File: src/rtl/uart_pkg.sv
// rtl/uart_pkg.sv - register map, STATUS layout and TX FSM states for the MMIO UART
package uart_pkg;

  localparam logic [1:0] TXDATA_OFS = 2'd0;
  localparam logic [1:0] STATUS_OFS = 2'd1;
  localparam logic [1:0] BAUD_OFS   = 2'd2;

  localparam int ST_BUSY_BIT  = 0;
  localparam int ST_FULL_BIT  = 1;
  localparam int ST_EMPTY_BIT = 2;
  localparam int ST_OVF_BIT   = 3;
  localparam int ST_COUNT_LSB = 7;
  localparam int ST_COUNT_W   = 8;

  typedef enum logic [1:0] {IDLE, START, DATA, STOP} tx_state_t;

endpackage

File: src/rtl/sync_fifo.sv
// rtl/sync_fifo.sv - single-clock FIFO; a push into a full FIFO is accepted only alongside a pop
module sync_fifo #(
  parameter  int WIDTH = 8,
  parameter  int DEPTH = 8,
  localparam int PTR_W = $clog2(DEPTH),
  localparam int CNT_W = PTR_W + 1
) (
  input  logic             clk,
  input  logic             rst,
  input  logic             push,
  input  logic [WIDTH-1:0] push_data,
  input  logic             pop,
  output logic [WIDTH-1:0] pop_data,
  output logic             full,
  output logic             empty,
  output logic [CNT_W-1:0] count
);

  logic [WIDTH-1:0] mem_q [DEPTH];
  logic [WIDTH-1:0] mem_d [DEPTH];
  logic [PTR_W-1:0] wr_ptr_q, wr_ptr_d;
  logic [PTR_W-1:0] rd_ptr_q, rd_ptr_d;
  logic [CNT_W-1:0] count_q, count_d;
  logic             do_push, do_pop;

  assign full     = (count_q == CNT_W'(DEPTH));
  assign empty    = (count_q == '0);
  assign count    = count_q;
  assign pop_data = mem_q[rd_ptr_q];
  assign do_pop   = pop && !empty;
  assign do_push  = push && (!full || do_pop);

  // Pointers are PTR_W wide, so DEPTH being a power of two gives the wrap for free.
  always_comb begin
    mem_d    = mem_q;
    wr_ptr_d = wr_ptr_q;
    rd_ptr_d = rd_ptr_q;
    count_d  = count_q;
    if (do_push) begin
      mem_d[wr_ptr_q] = push_data;
      wr_ptr_d        = wr_ptr_q + 1'b1;
    end
    if (do_pop) begin
      rd_ptr_d = rd_ptr_q + 1'b1;
    end
    if (do_push && !do_pop) begin
      count_d = count_q + 1'b1;
    end else if (do_pop && !do_push) begin
      count_d = count_q - 1'b1;
    end
  end

  always_ff @(posedge clk or posedge rst) begin
    if (rst) begin
      wr_ptr_q <= '0;
      rd_ptr_q <= '0;
      count_q  <= '0;
    end else begin
      wr_ptr_q <= wr_ptr_d;
      rd_ptr_q <= rd_ptr_d;
      count_q  <= count_d;
    end
  end

  always_ff @(posedge clk) begin
    mem_q <= mem_d;
  end

endmodule

File: src/rtl/uart_tx_mmio.sv
// rtl/uart_tx_mmio.sv - memory-mapped 8N1 UART transmitter with TX FIFO on the data-memory port
module uart_tx_mmio
  import uart_pkg::*;
#(
  parameter logic [31:0] BASE_ADDR   = 32'h1000_0000,
  parameter int          FIFO_DEPTH  = 8,
  parameter logic [15:0] DEFAULT_DIV = 16'd434
) (
  input  logic        clk,
  input  logic        rst,
  input  logic        ren,
  input  logic [31:0] r_addr_i,
  output logic [31:0] r_data_o,
  input  logic [3:0]  wen,
  input  logic [31:0] w_addr_i,
  input  logic [31:0] w_data_i,
  output logic        txd,
  output logic        tx_irq
);

  localparam int CNT_W = $clog2(FIFO_DEPTH) + 1;

  tx_state_t   state_q, state_d;
  logic [7:0]  shift_q, shift_d;
  logic [15:0] div_q, div_d;
  logic [15:0] baud_cnt_q, baud_cnt_d;
  logic [2:0]  bit_cnt_q, bit_cnt_d;
  logic [15:0] baud_div_q, baud_div_d;
  logic        txd_q, txd_d;
  logic        irq_q, irq_d;
  logic        ovf_q, ovf_d;

  logic             r_hit, w_hit;
  logic [1:0]       r_ofs, w_ofs;
  logic             push, pop;
  logic             fifo_full, fifo_empty;
  logic [7:0]       fifo_data;
  logic [CNT_W-1:0] fifo_count;
  logic [15:0]      eff_div;
  logic             unused_bits;

  assign r_hit   = (r_addr_i[31:4] == BASE_ADDR[31:4]);
  assign w_hit   = (w_addr_i[31:4] == BASE_ADDR[31:4]);
  assign r_ofs   = r_addr_i[3:2];
  assign w_ofs   = w_addr_i[3:2];
  assign push    = w_hit && (w_ofs == TXDATA_OFS) && wen[0];
  assign pop     = (state_q == IDLE) && !fifo_empty;
  assign eff_div = (baud_div_q == 16'd0) ? 16'd1 : baud_div_q;

  assign txd    = txd_q;
  assign tx_irq = irq_q;

  assign unused_bits = ^{r_addr_i[1:0], w_addr_i[1:0], wen[3:2], w_data_i[31:16]};

  sync_fifo #(
    .WIDTH (8),
    .DEPTH (FIFO_DEPTH)
  ) u_tx_fifo (
    .clk       (clk),
    .rst       (rst),
    .push      (push),
    .push_data (w_data_i[7:0]),
    .pop       (pop),
    .pop_data  (fifo_data),
    .full      (fifo_full),
    .empty     (fifo_empty),
    .count     (fifo_count)
  );

  always_comb begin
    r_data_o = '0;
    if (ren && r_hit) begin
      case (r_ofs)
        STATUS_OFS: begin
          r_data_o[ST_BUSY_BIT]                   = (state_q != IDLE);
          r_data_o[ST_FULL_BIT]                   = fifo_full;
          r_data_o[ST_EMPTY_BIT]                  = fifo_empty;
          r_data_o[ST_OVF_BIT]                    = ovf_q;
          r_data_o[ST_COUNT_LSB +: ST_COUNT_W]    = ST_COUNT_W'(fifo_count);
        end
        BAUD_OFS: r_data_o = {16'h0000, baud_div_q};
        default:  r_data_o = '0;
      endcase
    end
  end

  // A dropped push sets overflow even if the same store cycle carries a clear.
  always_comb begin
    baud_div_d = baud_div_q;
    ovf_d      = ovf_q;
    if (w_hit && (w_ofs == BAUD_OFS)) begin
      if (wen[0]) baud_div_d[7:0]  = w_data_i[7:0];
      if (wen[1]) baud_div_d[15:8] = w_data_i[15:8];
    end
    if (w_hit && (w_ofs == STATUS_OFS) && wen[0] && w_data_i[ST_OVF_BIT]) begin
      ovf_d = 1'b0;
    end
    if (push && fifo_full && !pop) begin
      ovf_d = 1'b1;
    end
  end

  always_comb begin
    state_d    = state_q;
    shift_d    = shift_q;
    div_d      = div_q;
    baud_cnt_d = baud_cnt_q;
    bit_cnt_d  = bit_cnt_q;
    txd_d      = 1'b1;
    irq_d      = fifo_empty && (state_q == IDLE);
    case (state_q)
      IDLE: begin
        if (pop) begin
          shift_d    = fifo_data;
          div_d      = eff_div;
          baud_cnt_d = eff_div - 16'd1;
          bit_cnt_d  = '0;
          state_d    = START;
        end
      end
      START: begin
        if (baud_cnt_q == '0) begin
          baud_cnt_d = div_q - 16'd1;
          state_d    = DATA;
        end else begin
          baud_cnt_d = baud_cnt_q - 16'd1;
        end
      end
      DATA: begin
        if (baud_cnt_q == '0) begin
          baud_cnt_d = div_q - 16'd1;
          if (bit_cnt_q == 3'd7) begin
            state_d = STOP;
          end else begin
            shift_d   = shift_q >> 1;
            bit_cnt_d = bit_cnt_q + 3'd1;
          end
        end else begin
          baud_cnt_d = baud_cnt_q - 16'd1;
        end
      end
      STOP: begin
        if (baud_cnt_q == '0) begin
          state_d = IDLE;
        end else begin
          baud_cnt_d = baud_cnt_q - 16'd1;
        end
      end
      default: state_d = IDLE;
    endcase
    // txd is registered from the next state so the line never glitches.
    case (state_d)
      START:   txd_d = 1'b0;
      DATA:    txd_d = shift_d[0];
      default: txd_d = 1'b1;
    endcase
  end

  always_ff @(posedge clk or posedge rst) begin
    if (rst) begin
      state_q    <= IDLE;
      shift_q    <= '0;
      div_q      <= 16'd1;
      baud_cnt_q <= '0;
      bit_cnt_q  <= '0;
      baud_div_q <= DEFAULT_DIV;
      txd_q      <= 1'b1;
      irq_q      <= 1'b1;
      ovf_q      <= 1'b0;
    end else begin
      state_q    <= state_d;
      shift_q    <= shift_d;
      div_q      <= div_d;
      baud_cnt_q <= baud_cnt_d;
      bit_cnt_q  <= bit_cnt_d;
      baud_div_q <= baud_div_d;
      txd_q      <= txd_d;
      irq_q      <= irq_d;
      ovf_q      <= ovf_d;
    end
  end

endmodule
File: config.mk
export PLATFORM = sky130hd
export DESIGN_NAME = uart_tx_mmio
export DESIGN_NICKNAME = d
export VERILOG_FILES = /design/src/rtl/uart_pkg.sv /design/src/rtl/sync_fifo.sv /design/src/rtl/uart_tx_mmio.sv
export SDC_FILE = /design/constraint.sdc
export NUM_CORES = 1
export LEC_CHECK = 0
export CORE_MARGIN = 5
export CORE_UTILIZATION = 50
export DETAILED_ROUTE_END_ITERATION = 6
export GPL_ROUTABILITY_DRIVEN = 0
export PLACE_DENSITY_LB_ADDON = 0.2
export SLEW_MARGIN = 20
export SYNTH_ARGS = -nofsm -noshare
export SYNTH_HDL_FRONTEND = slang
export SYNTH_HIERARCHICAL = 1
export SYNTH_SLANG_ARGS = --single-unit
File: constraint.sdc
create_clock -name clk -period 8.7 [get_ports clk]
set_input_delay 1.74 -clock clk [delete_from_list [all_inputs] [get_ports clk]]
set_output_delay 1.74 -clock clk [all_outputs]
set_load 0.1 [all_outputs]
# Word level (Yosys, flattened, before mapping)
# Cells that the tools add are included.
[word_totals]
wordCells = 124
out_inout_bits = 34
regBits = 138
input_bits = 103
[classes]
mux = 35
eq_ne = 17
bitwise = 2
addsub = 8
magnitude_cmp = 3
reduce_logical = 37
[op_table]
columns = ["operator", "n"]
rows = [
  ["64-bit bitwise mux", 1],
  ["16-bit two-way mux", 4],
  ["28-bit by 25-bit == test with 1-bit output (second input constant)", 2],
  ["8-bit two-way mux", 6],
  ["16-bit one-hot mux with 3 select lines", 1],
  ["16-bit by 1-bit subtractor with 16-bit output (second input constant)", 3],
  ["16-bit zero test", 2],
  ["32-bit two-way mux", 1],
  ["8-bit one-hot mux with 2 select lines", 2],
  ["8-bit binary-select mux with 3-bit select", 1],
  ["8-bit demux with 3-bit select", 1],
  ["1-bit logical AND", 16],
  ["3-bit two-way mux", 4],
  ["2-bit == test (second input constant)", 5],
  ["2-bit two-way mux", 5],
  ["3-bit by 1-bit adder with 3-bit output (second input constant)", 3],
  ["2-bit by 1-bit == test with 1-bit output (second input constant)", 4],
  ["4-bit greater-or-equal comparator (second input constant)", 2],
  ["4-bit two-way mux", 2],
  ["2-bit inequality test (second input constant)", 4],
  ["3-bit inverter with 4-bit output", 2],
  ["2-bit one-hot mux with 4 select lines", 1],
  ["4-bit one-hot mux with 2 select lines", 1],
  ["2-bit AND reduction", 4],
  ["other kinds (15)", 25],
]

# Depth between registers and ports, before layout
# Gate-level depths: netlist of run 1.
[depth]
ltp_word = 10
ltp_mapped = 14
ltp_nobuf = 12

# Modules after synthesis
# The synthesis of run 1 kept the hierarchy.
[modules_own_cells]
columns = ["module", "area_per_inst_um2", "cells_each", "seq_area_each_um2", "instances"]
rows = [
  ["uart_tx_mmio", 4359.2, 503, 1611.5, 1],
  ["sync_fifo", 3067.9, 157, 2172.1, 1],
]

# Worst setup path after synthesis of run 1
# No wires, ideal clock.
[synth_path]
path_kind = "input to output"
startpoint = "in r_addr_i[12]"
endpoint = "out r_data_o[0]"
cell_stages = 6
path_buffers = 1
arrival_time_ps = 4092
path_slack_ps = 2868
required_time_ps = 6960
path_cell_list = "nor4_1 -> nand4_1 -> nor3_1 -> nand2b_1 -> clkbuf_1 -> nor2_1"
[synth_via]
elab_chain_cells = 3
[synth_lines]
columns = ["element", "line_no", "text"]
rows = [
  ["start: declaration", "uart_tx_mmio.sv:12", "input logic [31:0] r_addr_i,"],
  ["28-bit by 25-bit == test with 1-bit output", "uart_tx_mmio.sv:42", "assign r_hit = (r_addr_i[31:4] == BASE_ADDR[31:4]);"],
  ["1-bit logical AND", "uart_tx_mmio.sv:72", "if (ren && r_hit) begin"],
  ["32-bit two-way mux", "uart_tx_mmio.sv:72", ""],
  ["end: declaration", "uart_tx_mmio.sv:13", "output logic [31:0] r_data_o,"],
]
# Every way passes these cells.

# Worst setup path after layout of run 1
[layout_path]
startpoint = "in r_addr_i[20]"
endpoint = "out r_data_o[1]"
# The elaborated chain is that of the path after synthesis.

==> impl_metrics.yaml, run 1 <==
cells_and_area:
  fin_nets: 879
  drive_gt1_share_pct: 13.88
  area_growth_pct: 22.04
  antenna_cells: 0
  n_fill_cell: 1157
routing:
  routed_via_density: 5.906
  wl_um: 18090
  vias: 5640
  drcViolationCount: 0
  drtIter0Drc: 586
  postRouteAntennaNets: 0
  dr.pass1.iters: 5
  wl_per_cell_um: 18.94
setup_path:
  critPathTopFamily: "buffers and inverters"
  ff2ff_setup_slack_ns: 5.31
  ff2ff_path_depth: 7
  cpMostUsedCell: "clkdlybuf4s50_1"
  worst-path-max-fanout: 9
  critPathCapture: "r_data_o[1]"
  crit_type: "in -> out"
  crit_path_end_kind: "primary output"
  critical_path.startpoint_type: "input port"
  path_depth: 8
  critPathMaxStageDelay_ns: 1.15
  required_ns: 6.96
  r2r-start: "baud_cnt_q[0]$_DFFE_PP0P_"
  worstPathCellList: "clkdlybuf4s50_1, nor4b_1, nand2_1, nor3_1, buf_4, nand2b_1, nor2_1, clkdlybuf4s50_1"
  critPathBufInv: 3
  crit_slowest_cell: "clkdlybuf4s50_1"
  critPathLaunch: "r_addr_i[20]"
  cp_data_arrival_time_ns: 4.53
  r2r-end: "bit_cnt_q[2]$_DFFE_PP0P_"
synth:
  syn_area_per_cell_um2: 11.25
  yosys.area.top_type: "edfxtp_1"
  synth_top_area_share_pct: 25.88
  synth_edf_count: 64
  yosysWarnings: 6
  syn_area_mm2: 0.007427
  ys_seq_elements: 138
  async_flop_share_pct: 53.62
  synth_cell_type_count: 74
  synthFlopType: "dfrtp_1"
  syn_inst: 660
  synthTopCellsByArea: "edfxtp_1 26%, dfrtp_1 22%, mux4_2 4.9%"
  yosysSeqAreaShare_pct: 50.94
grt:
  grt.busiest_layer: "met2"
  grt_pass1_wl_um: 29670
  grtUsageMet3_pct: 5.954
  globalRouteTotalUtil_pct: 21.02
  grt_overflow: 0
  met1_usage_pct: 28.16
  grt_pass1_vias: 5764
  antenna_found_initial: 0
  grtUsageMet2_pct: 33.52
  grt_max_degree: 65
sta:
  timing.final.crit_share_pct: 72.10
  setup_tns_ns: 0
  relSlewSlack_pct: 33.95
  fmax_ghz: 0.1594
  finalHoldViolCount: 0
  finalCriticalPeriod_ns: 6.272
  grt_setup_unrepaired: "false"
  worst_pin_slew_ns: 0.9877
  setup_ws_ns: 2.428
  finalSetupViolations: 0
  final-max-slew-violation-count: 0
  skew_ns: 0.009730
floorplan:
  start_util_pct: 51.10
  die_area_mm2: 0.01739
  die_x_um: 131.9
  die_h_um: 131.9
  rows: 44
  core_area_mm2: 0.01453
  pin_count: 137
cts:
  clockBufferDepth: 2
  root_buffer: "clkbuf_16"
  htreeDepth: 4
  cts_resized: 0
  cts_made_buffers: 17
  clock_sinks: 138
  insertion_delay_ns: 0.43
  post-cts-setup-buffers: 0
  cts.clk_slew.worst_paths_ns: 0.06
  ctsHoldBuffers: 0
  cts_tree: "yes"
power:
  peakVddDrop_mv: 0.1415
  p_int_mw: 1.234
  power_density_mw_per_mm2: 186.3
  seqPwrFrac_pct: 44.8
  pwr-share-clk_pct: 40.5
  p_comb_share_pct: 14.7
  switchingPower_mw: 0.4554
  p_leak_nw: 3.638
  switching_share_pct: 26.97
place:
  dp_hpwl_um: 12950
  portBuffers: 98
  place_ws_ns: 2.406
run_status:
  status: "completed"
flow_run:
  cap_violations: 0
min_path:
  min_path_type: "reg -> reg"
-- area by class of cell --
cell class | count | area [um2] | share of cell area [%]
flip-flops and latches | 138 | 3785 | 41.76
multi-input cells | 466 | 3319 | 36.62
inverters | 25 | 93.84 | 1.035
clock inverters | 14 | 135.1 | 1.491
well taps | 184 | 230.2 | 2.540
clock buffers | 18 | 429.2 | 4.735
repair buffers | 110 | 1071 | 11.82
-- worst min-delay path: cells and delay by family, from the launching register on --
family	cells	cell delay (ns)
flip-flops	1	0.34
AO/OA/AOI/OAI	1	0.06
AND/OR/NAND/NOR	1	0.05
-- through the flow --
step                instances  area, um2  hold slack [ns]  total power [mW]  util [%]
floorplan                 675       7483           0.4503            0.9472         -
global placement          923       8498           0.4655             1.010     58.47
detailed placement        923       8498           0.4761             1.017     58.47
CTS                       955       9062           0.4892             1.703     62.35
global route              955       9064           0.5115             1.757     62.36
finish                    955       9064           0.4847             1.689     62.36
-- cells in the final DEF, fill, tap and decap left out, types with 14 or more instances in the layout --
cell	Yosys	routed
inv_1	21	20
ha_1	17	17
conb_1	1	16
a22oi_1	14	14
o21ai_1	25	25
nand2_1	82	82
nor2_1	35	35
nand3_1	16	16
xor2_1	14	14
mux4_2	16	16
xnor2_1	17	17
clkdlybuf4s50_1	0	98
a21oi_1	15	15
nor4_1	21	21
dfrtp_1	66	65
clkbuf_16	0	17
edfxtp_1	64	64
nor3_1	16	16
mux2_2	24	24
-- worst min-delay path by stage --
stage	slack (ns)	from	to	cells past startpoint
6_report	0.48	shift_q[4]$_DFFE_PP0P_	shift_q[4]$_DFFE_PP0P_	2
5_1_grt	0.51	shift_q[4]$_DFFE_PP0P_	shift_q[4]$_DFFE_PP0P_	2
4_1_cts	0.49	shift_q[4]$_DFFE_PP0P_	shift_q[4]$_DFFE_PP0P_	2
3_5_place_dp	0.48	shift_q[4]$_DFFE_PP0P_	shift_q[4]$_DFFE_PP0P_	2
3_3_place_gp	0.47	bit_cnt_q[0]$_DFFE_PP0P_	bit_cnt_q[0]$_DFFE_PP0P_	1
2_1_floorplan	0.45	bit_cnt_q[0]$_DFFE_PP0P_	bit_cnt_q[0]$_DFFE_PP0P_	1
-- per-layer routing --
metal | part of all wire (%) | routed length (um)
met5 | 0 | 0
met3 | 7.6 | 1378
met1 | 44 | 7978
met4 | 1.6 | 286
met2 | 47 | 8442
-- cells by family after synthesis --
logic type	synth area share, %
other cells	0.05049
buf+inv	5.121
simple gates	15.92
flops	50.94
mux	10.23
compound gates	10.95
xor+xnor	3.656
fa+ha+maj	3.133
-- synthesized netlist by cell type (all sizes together) (4+ instances only) --
master / number
a22oi: 14
ha: 17
xnor2: 17
nand2b: 5
nor3: 18
nand4: 5
a31oi: 7
xor2: 14
mux4: 16
nand3b: 5
edfxtp: 64
mux2i: 8
and3: 10
o221ai: 5
nand2: 84
o21ai: 36
or3: 7
buf: 28
mux2: 28
o211ai: 6
clkbuf: 18
or4: 6
nor2: 35
a21oi: 15
nor4b: 4
nor4: 22
nand3: 16
dfrtp: 66
dfstp: 8
nor3b: 6
a22o: 4
inv: 24
-- sequential cells by signal, indices dropped and copies added, names as in the netlist --
register,cells
u_tx_fifo/mem_q,64
ovf_q,1
u_tx_fifo/rd_ptr_q,3
div_q,16
shift_q,8
baud_div_q,16
tx_irq,1
u_tx_fifo/count,4
u_tx_fifo/wr_ptr_q,3
state_q,2
bit_cnt_q,3
baud_cnt_q,16
txd,1
-- power groups by stage --
stage	combinational, mW	sequential, mW	clock [mW]
5_1_grt	0.268	0.764	0.725
3_3_place_gp	0.242	0.768	0
4_1_cts	0.249	0.758	0.696
6_report	0.248	0.757	0.685
2_1_floorplan	0.196	0.751	0
3_5_place_dp	0.247	0.770	0
Power figures use the tool's default switching activity.
==> run 2: changes to the inputs <==
CORE_UTILIZATION = 48   (was 50)
clock period = 5.05 ns   (was 8.7 ns; I/O delays follow)
==> run 2 against run 1 <==
Core utilization fell by 1.7 points. Final cell count rose by 0.42%. Flip-flop and latch count did not move. Register-to-register slack got worse by 4.3 ns. Global-route usage fell by 0.47 points. Die area rose by 3.9%. Via count rose by 0.74%. Power rose by 72%. Hold slack got worse by 0.0053 ns. Count of clock-buffer cells in the layout fell by 1. Clock skew fell by 0.00097 ns. Sequential share of layout area fell by 0.73 points. Highest routed layer unchanged.
==> impl_metrics.yaml, run 2 (synthesized netlist as in run 1, its figures left out) <==
grt:
  grt_pass1_wl_um: 29410
  globalRouteTotalUtil_pct: 20.55
  antenna_found_initial: 0
  grt_overflow: 0
  grt_max_degree: 41
  grt_pass1_vias: 5682
cts:
  cts.clk_slew.worst_paths_ns: 0.06
  post-cts-setup-buffers: 0
  cts_made_buffers: 17
  root_buffer: "clkbuf_16"
  ctsHoldBuffers: 0
  htreeDepth: 4
  cts_resized: 0
  insertion_delay_ns: 0.42
  clock_sinks: 138
  cts_tree: "yes"
  clockBufferDepth: 2
place:
  post_dp_cell_area_mm2: 0.008667
  place_ws_ns: 0.5016
  portBuffers: 98
  dp_hpwl_um: 13250
sta:
  finalCriticalPeriod_ns: 4.121
  finalHoldViolCount: 0
  setup_ws_ns: 0.9288
  worst_pin_slew_ns: 0.9814
  finalSetupViolations: 0
  timing.final.crit_share_pct: 81.61
  setup_tns_ns: 0
  grt_setup_unrepaired: "false"
  skew_ns: 0.008760
  fmax_ghz: 0.2427
  final-max-slew-violation-count: 0
  relSlewSlack_pct: 34.37
setup_path:
  required_ns: 5.34
  cpMostUsedCell: "ha_1"
  crit_type: "in -> reg"
  critPathLaunch: "w_addr_i[14]"
  critPathTopFamily: "simple AND/OR/NAND/NOR gates"
  critical_path.startpoint_type: "input port"
  r2r-end: "u_tx_fifo/count[3]$_DFFE_PP0P_"
  path_depth: 13
  worstPathCellList: "clkdlybuf4s50_1, nor4_1, nand4_1, nor4b_1, nor2b_1, o21ai_4, inv_2, ha_1, inv_1, ha_1, or4_1, nand3_1, o211ai_1"
  critPathBufInv: 3
  worst-path-max-fanout: 7
  r2r-start: "u_tx_fifo/count[0]$_DFFE_PP0P_"
  cp_data_arrival_time_ns: 4.41
  crit_path_end_kind: "register"
  critPathMaxStageDelay_ns: 0.50
  critPathCapture: "u_tx_fifo/count[3]$_DFFE_PP0P_"
  ff2ff_setup_slack_ns: 1.01
  crit_slowest_cell: "or4_1"
  ff2ff_path_depth: 12
flow_run:
  cap_violations: 0
floorplan:
  die_h_um: 134.4
  rows: 45
  die_x_um: 134.4
  start_util_pct: 48.86
  pin_count: 137
  core_area_mm2: 0.01520
  die_area_mm2: 0.01806
power:
  power_mw: 2.901
  power_density_mw_per_mm2: 314.6
  peakVddDrop_mv: 0.2310
  p_leak_nw: 3.716
min_path:
  hold_depth: 1
  min_path_type: "reg -> reg"
cells_and_area:
  drive_gt1_share_pct: 16.21
  largest_reg_flops: 64
  antenna_cells: 0
  fin_area_mm2: 0.009224
  most-common-layout-cells: "82 x nand2_1, 82 x clkdlybuf4s50_1, 65 x dfrtp_1"
  final_util_pct: 60.67
  area_growth_pct: 24.19
  fin_nets: 879
  largest-register: "u_tx_fifo/mem_q"
run_status:
  status: "completed"
routing:
  postRouteAntennaNets: 0
  routed_via_density: 5.925
  drcViolationCount: 0
  wl_um: 18320
  dr.pass1.iters: 5
  drtIter0Drc: 561
  vias: 5682
  wl_per_cell_um: 19.10
-- run 2: routing by layer --
metal / up-vias / global-route usage [%] / routed length [um]
met5: - / 0 / 0
met4: 0 / 5.430 / 273
met3: 32 / 5.364 / 1463
met2: 269 / 32.46 / 8503
met1: 2739 / 28.42 / 8079
li1: 2642 / - / -
-- run 2: through the flow --
step	hold slack, ns	cells
after floorplan	0.4503	675
after global placement	0.4656	927
after detailed placement	0.4745	927
after CTS	0.4841	959
after global routing	0.5036	959
final	0.4794	959
-- run 2: worst register-to-register path, cell delays in order, from the launching register on --
cell and delay [ns]:
dfrtp_1 0.49, nor4_1 0.32, buf_4 0.21, nand2b_1 0.71
inv_1 0.36, o21ai_4 0.36, inv_2 0.05, ha_1 0.26
inv_1 0.16, ha_1 0.31, or4_1 0.50, nand3_1 0.10
o211ai_1 0.09
-- run 2: worst min-delay path by stage --
stage                     slack, ns                       end                      from
after global placement         0.47  bit_cnt_q[0]$_DFFE_PP0P_  bit_cnt_q[0]$_DFFE_PP0P_
final                          0.48  bit_cnt_q[0]$_DFFE_PP0P_  bit_cnt_q[0]$_DFFE_PP0P_
after floorplan                0.45  bit_cnt_q[0]$_DFFE_PP0P_  bit_cnt_q[0]$_DFFE_PP0P_
after detailed placement       0.47  bit_cnt_q[0]$_DFFE_PP0P_  bit_cnt_q[0]$_DFFE_PP0P_
after CTS                      0.48  bit_cnt_q[0]$_DFFE_PP0P_  bit_cnt_q[0]$_DFFE_PP0P_
after global routing           0.50  bit_cnt_q[0]$_DFFE_PP0P_  bit_cnt_q[0]$_DFFE_PP0P_
-- run 2: final cells by class --
cell class                      count  area [um2]
Sequential cell                   138        3785
Clock inverter                     15       130.1
Multi-Input combinational cell    466        3323
Clock buffer                       17       425.4
Timing Repair Buffer              110        1231
Inverter                           25       93.84
Tap cell                          188       235.2
Fill cell                        1193        5978
-- run 2: power breakdown --
group	internal [mW]	switching [mW]
clock network	0.645	0.520
registers	1.22	0.0851
logic	0.220	0.212
total	2.08	0.817
==> run 3: changes to the inputs <==
clock period = 3.6 ns   (was 5.05 ns; I/O delays follow)
==> run 3 against run 2 <==
Core utilization rose by 0.90 points. Global-route usage rose by 0.45 points. First-iteration DRC count rose by 4.3%. Clock skew fell by 0.0025 ns. Power rose by 40%. Count of clock-buffer cells in the layout did not move. Flip-flop and latch count did not move. Wire length rose by 0.59%. Largest power group unchanged.
==> impl_metrics.yaml, run 3 (synthesized netlist as in run 1, its figures left out) <==
floorplan:
  rows: 45
  die_x_um: 134.4
  start_util_pct: 48.86
  core_area_mm2: 0.01520
  die_h_um: 134.4
  die_area_mm2: 0.01806
  pin_count: 137
place:
  post_dp_cell_area_mm2: 0.008797
  portBuffers: 98
  dp_hpwl_um: 13520
  place_ws_ns: -0.2579
setup_path:
  worstPathCellList: "clkdlybuf4s50_1, nor4_1, nand4_1, nor3_1, buf_4, nand2b_1, nor2_1, buf_12"
  critical_path.startpoint_type: "input port"
  critPathTopFamily: "simple AND/OR/NAND/NOR gates"
  crit_path_end_kind: "primary output"
  required_ns: 2.88
  critPathMaxStageDelay_ns: 0.40
  r2r-start: "baud_div_q[8]$_DFFE_PP1P_"
  crit_slowest_cell: "clkdlybuf4s50_1"
  crit_type: "in -> out"
  worst-path-max-fanout: 9
  critPathBufInv: 3
  cp_data_arrival_time_ns: 2.74
  critPathLaunch: "r_addr_i[8]"
cts:
  cts_made_buffers: 17
  cts_tree: "yes"
  insertion_delay_ns: 0.43
  post-cts-setup-buffers: 0
  htreeDepth: 4
  ctsHoldBuffers: 0
  root_buffer: "clkbuf_16"
  cts.clk_slew.worst_paths_ns: 0.06
  clockBufferDepth: 2
  clock_sinks: 138
routing:
  postRouteAntennaNets: 0
  routed_via_density: 5.938
  vias: 5801
  drcViolationCount: 0
  wl_per_cell_um: 18.86
  drtIter0Drc: 585
  wl_um: 18430
  dr.pass1.iters: 6
sta:
  setup_tns_ns: 0
  finalSetupViolations: 0
  grt_setup_unrepaired: "true"
  setup_ws_ns: 0.1429
  finalHoldViolCount: 0
  skew_ns: 0.006290
  timing.final.crit_share_pct: 96.03
  hold_slack_ns: 0.4900
  final-max-slew-violation-count: 0
  relSlewSlack_pct: 37.76
  fmax_ghz: 0.2893
  finalCriticalPeriod_ns: 3.457
  worst_pin_slew_ns: 0.9274
cells_and_area:
  largest_reg_flops: 64
  fin_area_mm2: 0.009360
  area_growth_pct: 26.03
  drive_gt1_share_pct: 18.38
  largest-register: "u_tx_fifo/mem_q"
  most-common-layout-cells: "82 x nand2_1, 80 x clkdlybuf4s50_1, 66 x dfrtp_1"
  fin_nets: 897
  layout_commonest_cell: "nand2_1"
  antenna_cells: 0
power:
  p_comb_share_pct: 15.7
  seqPwrFrac_pct: 44.3
  pwr-share-clk_pct: 40.0
  p_leak_nw: 3.812
  power_density_mw_per_mm2: 435.3
  p_int_mw: 2.933
  switching_share_pct: 28.02
  switchingPower_mw: 1.142
  peakVddDrop_mv: 0.3321
  power_mw: 4.075
grt:
  grt_pass1_wl_um: 29770
  grt_pass1_vias: 5720
  grt_max_degree: 36
  grt_overflow: 0
  antenna_found_initial: 0
  globalRouteTotalUtil_pct: 21.00
min_path:
  hold_start: "shift_q[4]$_DFFE_PP0P_"
  min_path_type: "reg -> reg"
flow_run:
  cap_violations: 0
run_status:
  status: "completed"
run 3: cell types whose count changed in the layout (fill, tap and decap cells not counted):
cell and change:
buf_4 +20, clkdlybuf4s50_1 -2, clkinv_4 +1, clkinvlp_4 -1
dfrtp_1 +1, dfrtp_2 -1, nor4b_1 -1, nor4b_2 +1
run 3: layout make-up:
cell class | instances | area (um2)
clock buffers | 17 | 425.4
clock inverters | 15 | 131.4
fillers | 1184 | 5842
inverters | 25 | 93.84
multi-input cells | 466 | 3329
flip-flops and latches | 138 | 3784
well taps | 188 | 235.2
repair buffers | 128 | 1361
run 3: path summary, 6_finish.rpt:
kind / endpoint / slack [ns] / depth (start not counted)
max: r_data_o[8] / 0.14 / 8
min: shift_q[4]$_DFFE_PP0P_ / 0.49 / 2
max reg2reg: baud_cnt_q[14]$_DFFE_PP0P_ / 0.33 / 11
min reg2reg: shift_q[4]$_DFFE_PP0P_ / 0.49 / 2
max in group asynchronous: shift_q[1]$_DFFE_PP0P_ / 2.09 / 3
min in group asynchronous: u_tx_fifo/count[0]$_DFFE_PP0P_ / 0.64 / 2
run 3: per-layer routing:
| metal | GRT usage, % | routed length (um) | vias to the layer above |
|---|---|---|---|
| met5 | 0 | 0 | - |
| met4 | 5.204 | 302 | 0 |
| met3 | 6.339 | 1525 | 37 |
| met2 | 33.80 | 8752 | 258 |
| met1 | 28.07 | 7848 | 2831 |
| li1 | - | - | 2675 |
run 3: worst min-delay path, cell delays in order, from the launching register on:
cell	delay [ns]
dfrtp_1	0.34
nand2_1	0.05
o21ai_1	0.06
run 3: metrics by stage:
stage,instances,util (%)
after global routing,977,61.57
final,977,61.57
after floorplan,675,-
after CTS,977,61.53
after detailed placement,945,57.87
after global placement,945,57.84
run 3: timing repair:
item / CTS / global route
endpoints found under the setup margin: 0 / 6
gates resized for setup: 0 / 1
endpoints found under the hold margin: 0 / 0
run 3: power groups by stage:
stage / sequential, mW / clock [mW] / combinational, mW
2_1_floorplan: 1.81 / 0 / 0.474
3_3_place_gp: 1.83 / 0 / 0.621
3_5_place_dp: 1.83 / 0 / 0.638
4_1_cts: 1.80 / 1.65 / 0.644
5_1_grt: 1.82 / 1.73 / 0.695
6_report: 1.80 / 1.63 / 0.641
